`src/rtl/game_pkg.sv`:
```
// Shared definitions for the flappy-bird style game engine.
// Holds the FSM state type, the screen/pipe geometry constants and the
// LFSR seed, taps and step function used for the pipe gap offsets.
package game_pkg;

    typedef enum logic [1:0] {
        ST_IDLE,
        ST_PLAY,
        ST_DEAD
    } state_t;

    // Pipe scroll range and scoring point
    localparam int unsigned PIPE_WRAP  = 345;
    localparam int unsigned SCORE_PT   = 255;
    localparam int unsigned ZONE_LO    = 156;
    localparam int unsigned ZONE_HI    = 254;

    // Bird geometry (heights above the screen bottom)
    localparam int unsigned SCREEN_H   = 480;
    localparam int unsigned BIRD_MAX   = 430;
    localparam int unsigned BIRD_START = 240;
    localparam int unsigned GROUND     = 20;
    localparam int unsigned BIRD_HALF  = 19;

    // Gap geometry relative to a pipe's gap offset
    localparam int unsigned GAP_BASE   = 40;
    localparam int unsigned GAP_LO     = 75;
    localparam int unsigned GAP_HI     = 215;

    // Reset values of the pipe gap offsets
    localparam logic [7:0] PA0_RST     = 8'd100;
    localparam logic [7:0] PA1_RST     = 8'd60;

    localparam logic signed [5:0] VEL_MIN = -6'sd16;

    // 8-bit Fibonacci LFSR, taps 8,6,5,4 -> bits 7,5,4,3
    localparam logic [7:0] LFSR_SEED   = 8'hA5;
    localparam logic [7:0] LFSR_TAPS   = 8'b1011_1000;

    function automatic logic [7:0] lfsr_next(input logic [7:0] s);
        return {s[6:0], ^(s & LFSR_TAPS)};
    endfunction

endpackage

```
`src/rtl/flap_sync.sv`:
```
// Push-button front end: two-flop synchronizer followed by a rising-edge
// detector.
// Ports:
//   dclk - pixel clock
//   clr  - asynchronous active-high reset
//   btn  - raw asynchronous button input
//   rise - one-cycle pulse on each synchronized rising edge
module flap_sync (
    input  logic dclk,
    input  logic clr,
    input  logic btn,
    output logic rise
);

    // sr[0], sr[1]: synchronizer stages; sr[2]: previous synchronized value
    logic [2:0] sr;

    always_ff @(posedge dclk or posedge clr) begin
        if (clr) begin
            sr <= '0;
        end else begin
            sr <= {sr[1:0], btn};
        end
    end

    assign rise = sr[1] & ~sr[2];

endmodule

```
`src/rtl/game_engine.sv`:
```
// Game engine: physics tick generator, flap input handling, IDLE/PLAY/DEAD
// state machine, bird motion, pipe scrolling, scoring and collision.
// Ports:
//   dclk          - pixel clock
//   clr           - asynchronous active-high reset
//   flap_btn      - raw asynchronous flap button
//   bird_coord    - bird centre height above the screen bottom
//   pipe_pos      - scroll offset of the pipe pair (0..344)
//   pipe_array0   - gap offset of the leading pipe
//   pipe_array1   - gap offset of the trailing pipe
//   current_score - pipes passed (saturating at 15)
//   game_over     - high while in the DEAD state
module game_engine
    import game_pkg::*;
#(
    parameter int unsigned TICK_DIV   = 416667,
    parameter int unsigned PIPE_SPEED = 2,
    parameter int          FLAP_VEL   = 8
) (
    input  logic       dclk,
    input  logic       clr,
    input  logic       flap_btn,
    output logic [9:0] bird_coord,
    output logic [8:0] pipe_pos,
    output logic [7:0] pipe_array0,
    output logic [7:0] pipe_array1,
    output logic [3:0] current_score,
    output logic       game_over
);

    localparam int unsigned       CNT_W    = (TICK_DIV > 1) ? $clog2(TICK_DIV) : 1;
    localparam logic [CNT_W-1:0]  CNT_LAST = CNT_W'(TICK_DIV - 1);
    localparam logic signed [5:0] VEL_FLAP = 6'(FLAP_VEL);

    state_t            state_q, state_d;
    logic [CNT_W-1:0]  tick_cnt;
    logic              tick;
    logic              flap_rise, flap_pend;
    logic              do_play, do_restart;
    logic [7:0]        lfsr;

    logic signed [5:0] vel_q, vel_step, vel_d;
    logic [11:0]       bird_sum;
    logic [9:0]        bird_d;
    logic [9:0]        pipe_adv;
    logic [8:0]        pipe_d;
    logic [7:0]        pa0_d, pa1_d;
    logic [3:0]        score_d;
    logic              wrap, score_cross, in_zone, collide;
    logic [10:0]       y, y_lo, y_hi, gap_lo, gap_hi;

    // ---------------------------------------------------------------
    // Tick generator, free-running in every state
    // ---------------------------------------------------------------
    assign tick = (tick_cnt == CNT_LAST);

    always_ff @(posedge dclk or posedge clr) begin
        if (clr) begin
            tick_cnt <= '0;
        end else if (tick) begin
            tick_cnt <= '0;
        end else begin
            tick_cnt <= tick_cnt + CNT_W'(1);
        end
    end

    // ---------------------------------------------------------------
    // Flap input: a pending request survives until the next tick
    // ---------------------------------------------------------------
    flap_sync u_flap_sync (
        .dclk (dclk),
        .clr  (clr),
        .btn  (flap_btn),
        .rise (flap_rise)
    );

    // An edge arriving on a tick cycle wins, so it is kept for the next tick
    always_ff @(posedge dclk or posedge clr) begin
        if (clr) begin
            flap_pend <= 1'b0;
        end else if (flap_rise) begin
            flap_pend <= 1'b1;
        end else if (tick) begin
            flap_pend <= 1'b0;
        end
    end

    always_ff @(posedge dclk or posedge clr) begin
        if (clr) begin
            lfsr <= LFSR_SEED;
        end else begin
            lfsr <= lfsr_next(lfsr);
        end
    end

    // ---------------------------------------------------------------
    // Candidate next values for a playing tick
    // ---------------------------------------------------------------
    always_comb begin
        // A flap moves the bird by FLAP_VEL at once; otherwise the bird moves
        // by the velocity held before this tick's decrement.
        vel_step = flap_pend ? VEL_FLAP : vel_q;

        if (flap_pend) begin
            vel_d = VEL_FLAP;
        end else if (vel_q == VEL_MIN) begin
            vel_d = VEL_MIN;
        end else begin
            vel_d = vel_q - 6'sd1;
        end

        bird_sum = {2'b00, bird_coord} + {{6{vel_step[5]}}, vel_step};
        if (bird_sum[11]) begin
            bird_d = '0;
        end else if (bird_sum[10:0] > 11'(BIRD_MAX)) begin
            bird_d = 10'(BIRD_MAX);
            vel_d  = '0;
        end else begin
            bird_d = bird_sum[9:0];
        end

        pipe_adv = {1'b0, pipe_pos} + 10'(PIPE_SPEED);
        wrap     = (pipe_adv >= 10'(PIPE_WRAP));
        pipe_d   = wrap ? 9'(pipe_adv - 10'(PIPE_WRAP)) : pipe_adv[8:0];
        pa0_d    = wrap ? pipe_array1 : pipe_array0;
        pa1_d    = wrap ? (8'(GAP_BASE) + {1'b0, lfsr[6:0]}) : pipe_array1;

        // Scoring uses the unwrapped advance
        score_cross = ({1'b0, pipe_pos} < 10'(SCORE_PT)) && (pipe_adv >= 10'(SCORE_PT));
        score_d     = (score_cross && (current_score != 4'hF)) ? current_score + 4'd1
                                                              : current_score;

        // Collision on post-update values; Y is measured down from the top
        y       = 11'(SCREEN_H) - {1'b0, bird_d};
        y_lo    = y - 11'(BIRD_HALF);
        y_hi    = y + 11'(BIRD_HALF);
        gap_lo  = {3'b000, pa0_d} + 11'(GAP_LO);
        gap_hi  = {3'b000, pa0_d} + 11'(GAP_HI);
        in_zone = (pipe_d >= 9'(ZONE_LO)) && (pipe_d <= 9'(ZONE_HI));
        collide = (bird_d <= 10'(GROUND)) ||
                  (in_zone && ((y_lo < gap_lo) || (y_hi > gap_hi)));
    end

    // ---------------------------------------------------------------
    // FSM: state register / next state / control outputs
    // ---------------------------------------------------------------
    always_ff @(posedge dclk or posedge clr) begin
        if (clr) begin
            state_q <= ST_IDLE;
        end else begin
            state_q <= state_d;
        end
    end

    always_comb begin
        state_d = state_q;
        if (tick) begin
            case (state_q)
                ST_IDLE: if (flap_pend) state_d = collide ? ST_DEAD : ST_PLAY;
                ST_PLAY: if (collide)   state_d = ST_DEAD;
                ST_DEAD: if (flap_pend) state_d = ST_IDLE;
                default:                state_d = ST_IDLE;
            endcase
        end
    end

    // The starting flap from IDLE is a full playing tick
    always_comb begin
        do_play    = 1'b0;
        do_restart = 1'b0;
        if (tick) begin
            case (state_q)
                ST_IDLE: do_play    = flap_pend;
                ST_PLAY: do_play    = 1'b1;
                ST_DEAD: do_restart = flap_pend;
                default: do_restart = 1'b1;
            endcase
        end
    end

    // ---------------------------------------------------------------
    // Registered game state and outputs
    // ---------------------------------------------------------------
    always_ff @(posedge dclk or posedge clr) begin
        if (clr) begin
            bird_coord    <= 10'(BIRD_START);
            vel_q         <= '0;
            pipe_pos      <= '0;
            pipe_array0   <= PA0_RST;
            pipe_array1   <= PA1_RST;
            current_score <= '0;
            game_over     <= 1'b0;
        end else begin
            game_over <= (state_d == ST_DEAD);
            if (do_restart) begin
                bird_coord    <= 10'(BIRD_START);
                vel_q         <= '0;
                pipe_pos      <= '0;
                pipe_array0   <= PA0_RST;
                pipe_array1   <= PA1_RST;
                current_score <= '0;
            end else if (do_play) begin
                bird_coord    <= bird_d;
                vel_q         <= vel_d;
                pipe_pos      <= pipe_d;
                pipe_array0   <= pa0_d;
                pipe_array1   <= pa1_d;
                current_score <= score_d;
            end
        end
    end

endmodule
```
`config.mk`:
```
export PLATFORM = sky130hd
export DESIGN_NAME = game_engine
export DESIGN_NICKNAME = d
export VERILOG_FILES = /design/src/rtl/game_pkg.sv /design/src/rtl/flap_sync.sv /design/src/rtl/game_engine.sv
export SDC_FILE = /design/constraint.sdc
export NUM_CORES = 1
export LEC_CHECK = 0
export BUFFER_PORTS_ARGS = -buffer_cell sky130_fd_sc_hd__buf_4
export CAP_MARGIN = 20
export CORE_ASPECT_RATIO = 0.75
export CORE_UTILIZATION = 40
export DETAILED_ROUTE_END_ITERATION = 6
export GPL_ROUTABILITY_DRIVEN = 0
export HOLD_SLACK_MARGIN = 0.08
export SLEW_MARGIN = 20
export SYNTH_ARGS = -nofsm -noshare
export SYNTH_HDL_FRONTEND = slang
export SYNTH_SLANG_ARGS = --single-unit
```
`constraint.sdc`:
```
create_clock -name dclk -period 7.1 [get_ports dclk]
set_input_delay 1.42 -clock dclk [delete_from_list [all_inputs] [get_ports dclk]]
set_output_delay 1.42 -clock dclk [all_outputs]
set_load 0.005 [all_outputs]
```
==> results of run 1 <==
## power by group through the flow
stage               clock network [µW]  logic [µW]  registers, µW
finish                             528        10.2            452
global placement                     0        10.5            460
detailed placement                   0        11.0            460
floorplan                            0        6.57            460
CTS                                541        11.0            452
global route                       559        12.5            452
## critical path: cells and delay by family (launching register included)
| kind | cells | cell delay [ns] |
|---|---|---|
| fa+ha+maj | 3 | 0.99 |
| compound gates | 10 | 2.47 |
| mux | 1 | 0.33 |
| xor+xnor | 3 | 0.90 |
| simple gates | 6 | 1.11 |
| buf+inv | 1 | 0.15 |
| flops | 1 | 0.52 |
## kinds of logic after synthesis
kind of cell / count (synthesis)
simple gates: 231
mux: 17
flops: 79
xor+xnor: 66
buf+inv: 55
compound gates: 200
fa+ha+maj: 43
## how the worst min path moves through the flow
stage | depth (start not counted) | startpoint | end
after floorplan | 0 | u_flap_sync.sr[0]$_DFF_PP0_ | u_flap_sync.sr[1]$_DFF_PP0_
after global placement | 0 | u_flap_sync.sr[0]$_DFF_PP0_ | u_flap_sync.sr[1]$_DFF_PP0_
after detailed placement | 0 | u_flap_sync.sr[0]$_DFF_PP0_ | u_flap_sync.sr[1]$_DFF_PP0_
after CTS | 0 | u_flap_sync.sr[0]$_DFF_PP0_ | u_flap_sync.sr[1]$_DFF_PP0_
after global routing | 0 | u_flap_sync.sr[0]$_DFF_PP0_ | u_flap_sync.sr[1]$_DFF_PP0_
final | 0 | u_flap_sync.sr[0]$_DFF_PP0_ | u_flap_sync.sr[1]$_DFF_PP0_
## layout make-up
cell class | count | area share [%]
multi-input cells | 557 | 56.3
flip-flops and latches | 79 | 28.5
repair buffers | 49 | 5.30
well taps | 200 | 3.57
clock buffers | 10 | 3.41
inverters | 28 | 1.52
clock inverters | 6 | 1.39
## routing by layer
metal,vias to the layer above,wire length (µm),track usage [%]
met5,-,0,0
met4,0,332,7.14
met3,30,1150,4.48
met2,185,6550,31.2
met1,2617,8240,31.3
li1,2565,-,-
## cell usage in the layout (no fill, tap or decap), drive strengths merged, types with 4 or more instances in the layout
| cell | instances |
|---|---|
| xnor2 | 35 |
| nand2 | 69 |
| a31oi | 12 |
| nand3 | 24 |
| or3 | 5 |
| and3 | 7 |
| a21o | 7 |
| ha | 42 |
| a211oi | 5 |
| clkbuf | 10 |
| o31ai | 6 |
| nor3 | 17 |
| nor4 | 6 |
| o22a | 7 |
| xor2 | 30 |
| inv | 30 |
| nor2b | 7 |
| buf | 49 |
| o21a | 12 |
| a21boi | 4 |
| a211o | 5 |
| dfrtp | 64 |
| or2 | 4 |
| a22o | 4 |
| nand4 | 7 |
| nand2b | 9 |
| a21oi | 43 |
| o22ai | 5 |
| o21ai | 52 |
| a22oi | 5 |
| dfstp | 15 |
| mux2i | 14 |
| nor2 | 61 |
| o211ai | 6 |
## through the flow
stage | util (%) | area (µm²) | worst slack (ns) | hold slack, ns
finish | 47.4 | 7010 | 0.521 | 0.369
global route | 47.4 | 7010 | 0.135 | 0.386
CTS | 47.4 | 7000 | 0.600 | 0.381
detailed placement | 45.1 | 6670 | 0.643 | 0.358
global placement | 45.1 | 6670 | 0.886 | 0.348
floorplan | - | 6190 | 1.19 | 0.331
## flip-flops by register name, indices dropped and copies added (netlist names)
| name | count |
|---|---|
| bird_coord | 10 |
| pipe_array1 | 8 |
| flap_pend | 1 |
| pipe_pos | 9 |
| u_flap_sync.sr | 3 |
| current_score | 4 |
| game_over | 1 |
| tick_cnt | 19 |
| pipe_array0 | 8 |
| vel_q | 6 |
| lfsr | 8 |
| state_q | 2 |
==> metrics.txt, run 1 <==
status finished clean; count leader, synth nand2_1; fraction of layout cells with a size suffix above 1 17.1%; IO Count 43; ANT nets after route 0; Worst Reg-to-Reg Cells 24; clk sinks 79; Synth Area in XOR/XNOR 10.3%; Synth Area in Adders 8.81%; count of flip-flops with a built-in enable after synthesis 0; Synth Area in Compound Gates 22.9%; # diodes 0; fin. max-slew vios 0; first-pass GRT wire length 27.2 mm; total power draw 990 µW; initial DRC count 418; MaxCap Viol Count 0; Pwr Density 141 mW/mm²; unrepaired setup endpoints after global routing false; Clock Skew 0.00951 ns; Cell Rows 38; synth warn 0; Layout Cells excl Fill 929; worst setup path startpoint flap_pend$_DFFE_PP0P_; mux share of post-synthesis cell area 2.93%; count of final setup violators 0; final net count 770; filler cell count 1432; Top cell by count, worst path ha_1; dpl hpwl 12.0 mm; die area 0.0160 mm²; Combinational Power Share 1.0%; largest family of logic cells by synthesized area compound AO/OA/AOI/OAI gates; Final period util 92.7%; sequential cell area 0.00200 mm²; worst path arrival time 6.80 ns; Multi-input gate area 0.00395 mm²; cts hold-fix bufs 0; area growth from synthesis to layout 13.1%; setup TNS 0 ns; Clock power frac 53.3%; CTS tree done; Net Sw Power 214 µW; Worst Setup EP game_over$_DFF_PP0_; cts repair resizes 0; Yosys top cell area share 25.9%; grt ovf 0; Min-Delay Path Class register to register; area leader, netlist dfrtp_1; Synth area leaders dfrtp_1 (26%), ha_1 (8.5%), dfstp_2 (6.4%); Max Buffers Root-to-Sink 2; Starting Density 41.9%; mapped cell area 0.00619 mm²; Top FF cell, synth dfrtp_1; placed cells 913; Num CTS Buffers 9; vias per cell 5.81; Max FO, Critical Path 13; CP max-delay cell dfrtp_1; Least-Margin Pin Slew 0.979 ns; cells along the critical path or2_2 -> ha_1 -> a21o_2 -> a211oi_2 -> mux2i_1 -> xor2_1 -> o211a_2 -> nor2_1 -> a21oi_1 -> inv_1 -> ha_1 -> nand2_1 -> a31oi_1 -> a2bb2oi_1 -> xnor2_1 -> nand3_1 -> xnor2_1 -> ha_1 -> and4_1 -> nand3_1 -> o22a_2 -> a211oi_1 -> a211oi_2 -> a311o_1; Internal 776 µW; drt pass-1 iters 4; clk root buf clkbuf_16; distinct cell type count after synthesis 92; Mean Syn Cell Area 8.96 µm²; worst r2r src flap_pend$_DFFE_PP0P_; Sw Ratio 21.6%; largest net degree at the start of global routing 80; worst-skew pair later-pin latency 0.34 ns; DR DRC count 0; simple-gate share of the synthesized area 18.6%; syn_nets 737; clock slew seen by the registers of the worst setup and hold paths 0.06 ns; Worst R2R End game_over$_DFF_PP0_; Worst Path Required 7.32 ns; fmax 152 MHz; largest stage delay on the critical path 0.52 ns; initial antenna violation count 0; Post-Route WL 16.3 mm; critical path startpoint category register; leakage power 0.00313 µW; FF+latch count, synth 79; top cells by count, synth nand2_1 (69), dfrtp_1 (64), nor2_1 (61), o21ai_0 (47); Avg WL per Cell 17.5 µm; peak supply drop 0.0959 mV; Seq pwr share 45.6%; critical path class register to register; GRT Util Overall 21.4%; Synth Instances 691; ys async rst share 100%; Hold Fails Final Rpt 0; Core Area 0.0148 mm²; H-tree levels 3; Post-CTS Setup Bufs 0; Die X 146 µm; Slew HR 34.5%; Worst setup EP type register; minimum clock period 6.58 ns; vias in the first global route 5178; buffers added on ports 42; Die H 110 µm; Seq/Total Area, Yosys 32.2%; reg-to-reg slack, setup 0.52 ns; routed vias 5397
Power figures use the tool's default switching activity.
==> run 2: changes to the inputs <==
- CORE_UTILIZATION: 40 -> 60
- PLACE_DENSITY: unset -> 0.79
- TNS_END_PERCENT: unset -> 100
==> run 2 against run 1 <==
  * Global-route usage rose by 8.3 points
  * Via count up 0.61%
  * Count of clock-buffer cells in the layout grew 1
  * Non-clock buffer count increased by 1
==> metrics.txt, run 2 (synthesized netlist as in run 1, its figures left out) <==
status finished clean; setup TNS 0 ns; Final period util 94.0%; unrepaired setup endpoints after global routing false; leakage power 0.00312 µW; buffers added on ports 42; CTS tree done; initial DRC count 476; Max Buffers Root-to-Sink 2; hold_sp u_flap_sync.sr[0]$_DFF_PP0_; Slew HR 33.0%; Max FO, Critical Path 13; final instance area 0.00691 mm²; vias in the first global route 5067; clock slew seen by the registers of the worst setup and hold paths 0.06 ns; count of final setup violators 0; Core Area 0.00985 mm²; pre-CTS setup slack 0.605 ns; Avg WL per Cell 17.8 µm; Min-Delay Path Class register to register; most frequent cells in the layout nand2_1 (69), dfrtp_1 (64), nor2_1 (61); Clock power frac 51.1%; initial antenna violation count 0; Net Sw Power 208 µW; Post-CTS Setup Bufs 0; Clock Skew 0.00552 ns; Layout Cells excl Fill 862; Num CTS Buffers 9; fin. max-slew vios 0; DR DRC count 0; max reg flops 19; Worst setup EP type register; IO Count 43; drt pass-1 iters 4; peak supply drop 0.153 mV; Seq pwr share 47.7%; Hold Fails Final Rpt 0; Pwr Density 137 mW/mm²; dpl hpwl 10.7 mm; minimum clock period 6.67 ns; vias per cell 6.30; Sw Ratio 22.0%; Die H 90.0 µm; routed vias 5430; worst-skew pair later-pin latency 0.34 ns; Combinational Power Share 1.2%; final net count 771; Starting Density 62.9%; worst r2r src flap_pend$_DFFE_PP0P_; fmax 150 MHz; clk sinks 79; fraction of layout cells with a size suffix above 1 17.0%; Largest regs tick_cnt: 19 flops, bird_coord: 10 flops, pipe_pos: 9 flops; filler cell count 801; Cell Rows 31; worst setup path startpoint flap_pend$_DFFE_PP0P_; Post-Route WL 15.3 mm; MaxCap Viol Count 0; area growth from synthesis to layout 11.6%; Worst Path Required 7.33 ns; most common cell after layout, fill and taps aside nand2_1; Multi-input gate area 0.00394 mm²; GRT Util Overall 29.7%; clk root buf clkbuf_16; Largest Register tick_cnt; grt ovf 0; cts hold-fix bufs 0; Worst Hold Slack 0.355 ns; Die X 119 µm; critical path class register to register; Internal 740 µW; H-tree levels 3; sequential cell area 0.00200 mm²; Placed Instance Area 0.00657 mm²; Least-Margin Pin Slew 1.00 ns; placed cells 844; die area 0.0107 mm²; ANT nets after route 0; critical path startpoint category register; worst path arrival time 6.90 ns; first-pass GRT wire length 25.3 mm; largest net degree at the start of global routing 80; cts repair resizes 0; # diodes 0; final setup margin 0.426 ns
==> run 2: cell types whose count changed in the layout (fill, tap and decap cells not counted), sizes merged <==
cell,change
buf,+1
bufinv,-1
clkbuf,+1
clkinvlp,+1
inv,-1
==> run 2: layout make-up <==
| type | count | area share [%] |
|---|---|---|
| Multi-Input combinational cell | 557 | 57.0 |
| Sequential cell | 79 | 28.9 |
| Timing Repair Buffer | 50 | 5.72 |
| Clock buffer | 11 | 3.51 |
| Tap cell | 132 | 2.39 |
| Inverter | 28 | 1.54 |
| Clock inverter | 5 | 0.923 |
==> run 2: worst paths after layout <==
kind | endpoint | slack, ns | cells after the start
hold / removal | u_flap_sync.sr[1]$_DFF_PP0_ | 0.36 | 0
hold reg to reg | u_flap_sync.sr[1]$_DFF_PP0_ | 0.36 | 0
setup / recovery | game_over$_DFF_PP0_ | 0.43 | 26
setup reg to reg | game_over$_DFF_PP0_ | 0.43 | 26
max in group asynchronous | pipe_array0[6]$_DFFE_PP1P_ | 5.32 | 4
min in group asynchronous | lfsr[6]$_DFF_PP0_ | 1.15 | 3
==> run 2: critical path, cell delays in order (launching register included) <==
cell and delay, ns:
dfrtp_1 0.52, or2_2 0.37, ha_1 0.36, a21o_2 0.26, a211oi_2 0.33, mux2i_1 0.34, xor2_1 0.18, o211a_2 0.32
nor2_1 0.19, a21oi_1 0.13, inv_1 0.16, ha_1 0.20, inv_1 0.06, a41oi_1 0.34, xor2_2 0.30, nor3b_2 0.29
a21oi_1 0.11, xor2_1 0.18, ha_1 0.33, o21a_1 0.11, o21a_1 0.16, o211ai_1 0.15, a21boi_0 0.12, o22a_2 0.21
a211oi_1 0.35, a211oi_2 0.14, a311o_1 0.34
==> run 2: layer usage <==
metal / up-vias / share of wire, % / track usage, %
met1: 2616 / 47 / 43.1
met3: 26 / 6.7 / 5.71
met5: - / 0 / 0
met2: 213 / 44 / 43.9
met4: 0 / 2.0 / 11.1
li1: 2575 / - / -
==> run 2: stage by stage <==
stage                     utilization, %  power [µW]
after floorplan                        -         466
after global placement              66.7         470
after detailed placement            66.7         470
after CTS                           69.8         957
after global routing                70.2         975
final                               70.2         948
==> run 2: power groups by stage <==
stage	Sequential, µW	Clock [µW]	Combinational [µW]
global placement	460	0	10.5
floorplan	460	0	6.57
finish	452	484	11.8
detailed placement	460	0	10.6
global route	451	509	14.0
CTS	452	495	10.6
==> run 3: changes to the inputs <==
- CTS_BUF_LIST: unset -> sky130_fd_sc_hd__clkbuf_16
- CTS_CLUSTER_DIAMETER: unset -> 60
==> run 3 against run 2 <==
  * Utilization fell by 0.10 points
  * Combinational power barely moved
  * First-iteration DRC count increased by 0.42%
  * Flip-flop and latch count is the same
  * Highest routed layer unchanged
  * Largest power group unchanged
  * Final area decreased by 0.14%
  * Global-route usage barely moved
  * Maximum frequency about the same
==> metrics.txt, run 3 (synthesized netlist as in run 1, its figures left out) <==
first-pass GRT wire length 25.3 mm; final net count 771; Hold Fails Final Rpt 0; clk root buf clkbuf_16; Cell Rows 31; crit-path leading delay family compound AO/OA/AOI/OAI gates; initial antenna violation count 0; CTS tree done; final instance area 0.00690 mm²; Largest regs tick_cnt: 19 flops, bird_coord: 10 flops, pipe_pos: 9 flops; critical path class register to register; worst path arrival time 6.90 ns; vias per cell 6.31; fmax 150 MHz; CP Buf/Inv Count 2; buffers added on ports 42; largest net degree at the start of global routing 80; Final period util 94.0%; clock slew seen by the registers of the worst setup and hold paths 0.07 ns; Worst setup EP type register; Worst Reg-to-Reg Cells 26; count of final setup violators 0; fraction of layout cells with a size suffix above 1 16.8%; max reg flops 19; Num CTS Buffers 9; Largest Register tick_cnt; H-tree levels 3; Starting Density 62.9%; Die X 119 µm; Die H 90.0 µm; worst-skew pair later-pin latency 0.34 ns; final setup margin 0.425 ns; Worst Setup EP game_over$_DFF_PP0_; Core Area 0.00985 mm²; Pwr Density 136 mW/mm²; ANT nets after route 0; Post-CTS Setup Bufs 0; Least-Margin Pin Slew 0.997 ns; MaxCap Viol Count 0; Slew HR 33.3%; # diodes 0; Avg WL per Cell 17.8 µm; worst setup path startpoint flap_pend$_DFFE_PP0P_; peak supply drop 0.152 mV; pre-CTS setup slack 0.605 ns; critical path startpoint category register; status finished clean; largest stage delay on the critical path 0.52 ns; Top cell by count, worst path ha_1; GRT Util Overall 29.7%; minimum clock period 6.68 ns; dpl hpwl 10.7 mm; Worst Path Required 7.33 ns; initial DRC count 478; grt ovf 0; total power draw 936 µW; most frequent cells in the layout nand2_1 (69), dfrtp_1 (64), nor2_1 (61); IO Count 43; area growth from synthesis to layout 11.4%; CP Depth 26; unrepaired setup endpoints after global routing false; Placed Instance Area 0.00657 mm²; Max FO, Critical Path 13; cts hold-fix bufs 0; fin. max-slew vios 0; reg-to-reg slack, setup 0.42 ns; worst r2r src flap_pend$_DFFE_PP0P_; die area 0.0107 mm²; Post-Route WL 15.4 mm; cts repair resizes 0; Max Buffers Root-to-Sink 2; leakage power 0.00312 µW; setup TNS 0 ns; filler cell count 802; routed vias 5439; Clock Skew 0.00605 ns; Worst R2R End game_over$_DFF_PP0_; drt pass-1 iters 5; DR DRC count 0; vias in the first global route 5063; clk sinks 79; CP max-delay cell dfrtp_1; most common cell after layout, fill and taps aside nand2_1; Min-Delay Path Class register to register
## run 3: layer usage
metal,vias up,GRT usage [%],part of all wire (%)
li1,2574,-,-
met1,2622,43.1,47
met2,218,43.9,44
met3,25,5.71,6.7
met4,0,11.1,2.0
met5,-,0,0
## run 3: worst register-to-register path, stage by stage, from the launching register on
cell and delay (ns):
dfrtp_1 0.52, or2_2 0.38, ha_1 0.36, a21o_2 0.26, a211oi_2 0.33, mux2i_1 0.34, xor2_1 0.18, o211a_2 0.32
nor2_1 0.19, a21oi_1 0.13, inv_1 0.16, ha_1 0.20, inv_1 0.06, a41oi_1 0.34, xor2_2 0.30, nor3b_2 0.29
a21oi_1 0.11, xor2_1 0.18, ha_1 0.33, o21a_1 0.11, o21a_1 0.16, o211ai_1 0.15, a21boi_0 0.12, o22a_2 0.21
a211oi_1 0.35, a211oi_2 0.14, a311o_1 0.34
## run 3: cell type report
class | instances | area (µm²) | area share (%)
Inverter | 28 | 106 | 1.54
Tap cell | 132 | 165 | 2.39
Clock inverter | 7 | 71.3 | 1.03
Clock buffer | 9 | 225 | 3.26
Sequential cell | 79 | 2000 | 28.9
Multi-Input combinational cell | 557 | 3940 | 57.1
Timing Repair Buffer | 50 | 395 | 5.73
## run 3: how the worst min path moves through the flow
stage / start / end / slack, ns / cells past startpoint
5_1_grt: u_flap_sync.sr[0]$_DFF_PP0_ / u_flap_sync.sr[1]$_DFF_PP0_ / 0.35 / 0
4_1_cts: u_flap_sync.sr[0]$_DFF_PP0_ / u_flap_sync.sr[1]$_DFF_PP0_ / 0.35 / 0
3_3_place_gp: u_flap_sync.sr[0]$_DFF_PP0_ / u_flap_sync.sr[1]$_DFF_PP0_ / 0.34 / 0
3_5_place_dp: u_flap_sync.sr[0]$_DFF_PP0_ / u_flap_sync.sr[1]$_DFF_PP0_ / 0.34 / 0
6_report: u_flap_sync.sr[0]$_DFF_PP0_ / u_flap_sync.sr[1]$_DFF_PP0_ / 0.35 / 0
2_1_floorplan: u_flap_sync.sr[0]$_DFF_PP0_ / u_flap_sync.sr[1]$_DFF_PP0_ / 0.33 / 0
## run 3: where the power goes
part           switching (µW)  leakage [µW]  internal (µW)
combinational            9.02       0.00195           2.74
clock                     200      0.000145            273
sequential              0.318       0.00102            451
## run 3: metrics by stage
stage | util, % | instances | hold WS [ns]
2_1_floorplan | - | 691 | 0.331
3_3_place_gp | 66.7 | 844 | 0.339
3_5_place_dp | 66.7 | 844 | 0.340
4_1_cts | 69.7 | 860 | 0.355
5_1_grt | 70.1 | 862 | 0.354
6_report | 70.1 | 862 | 0.355
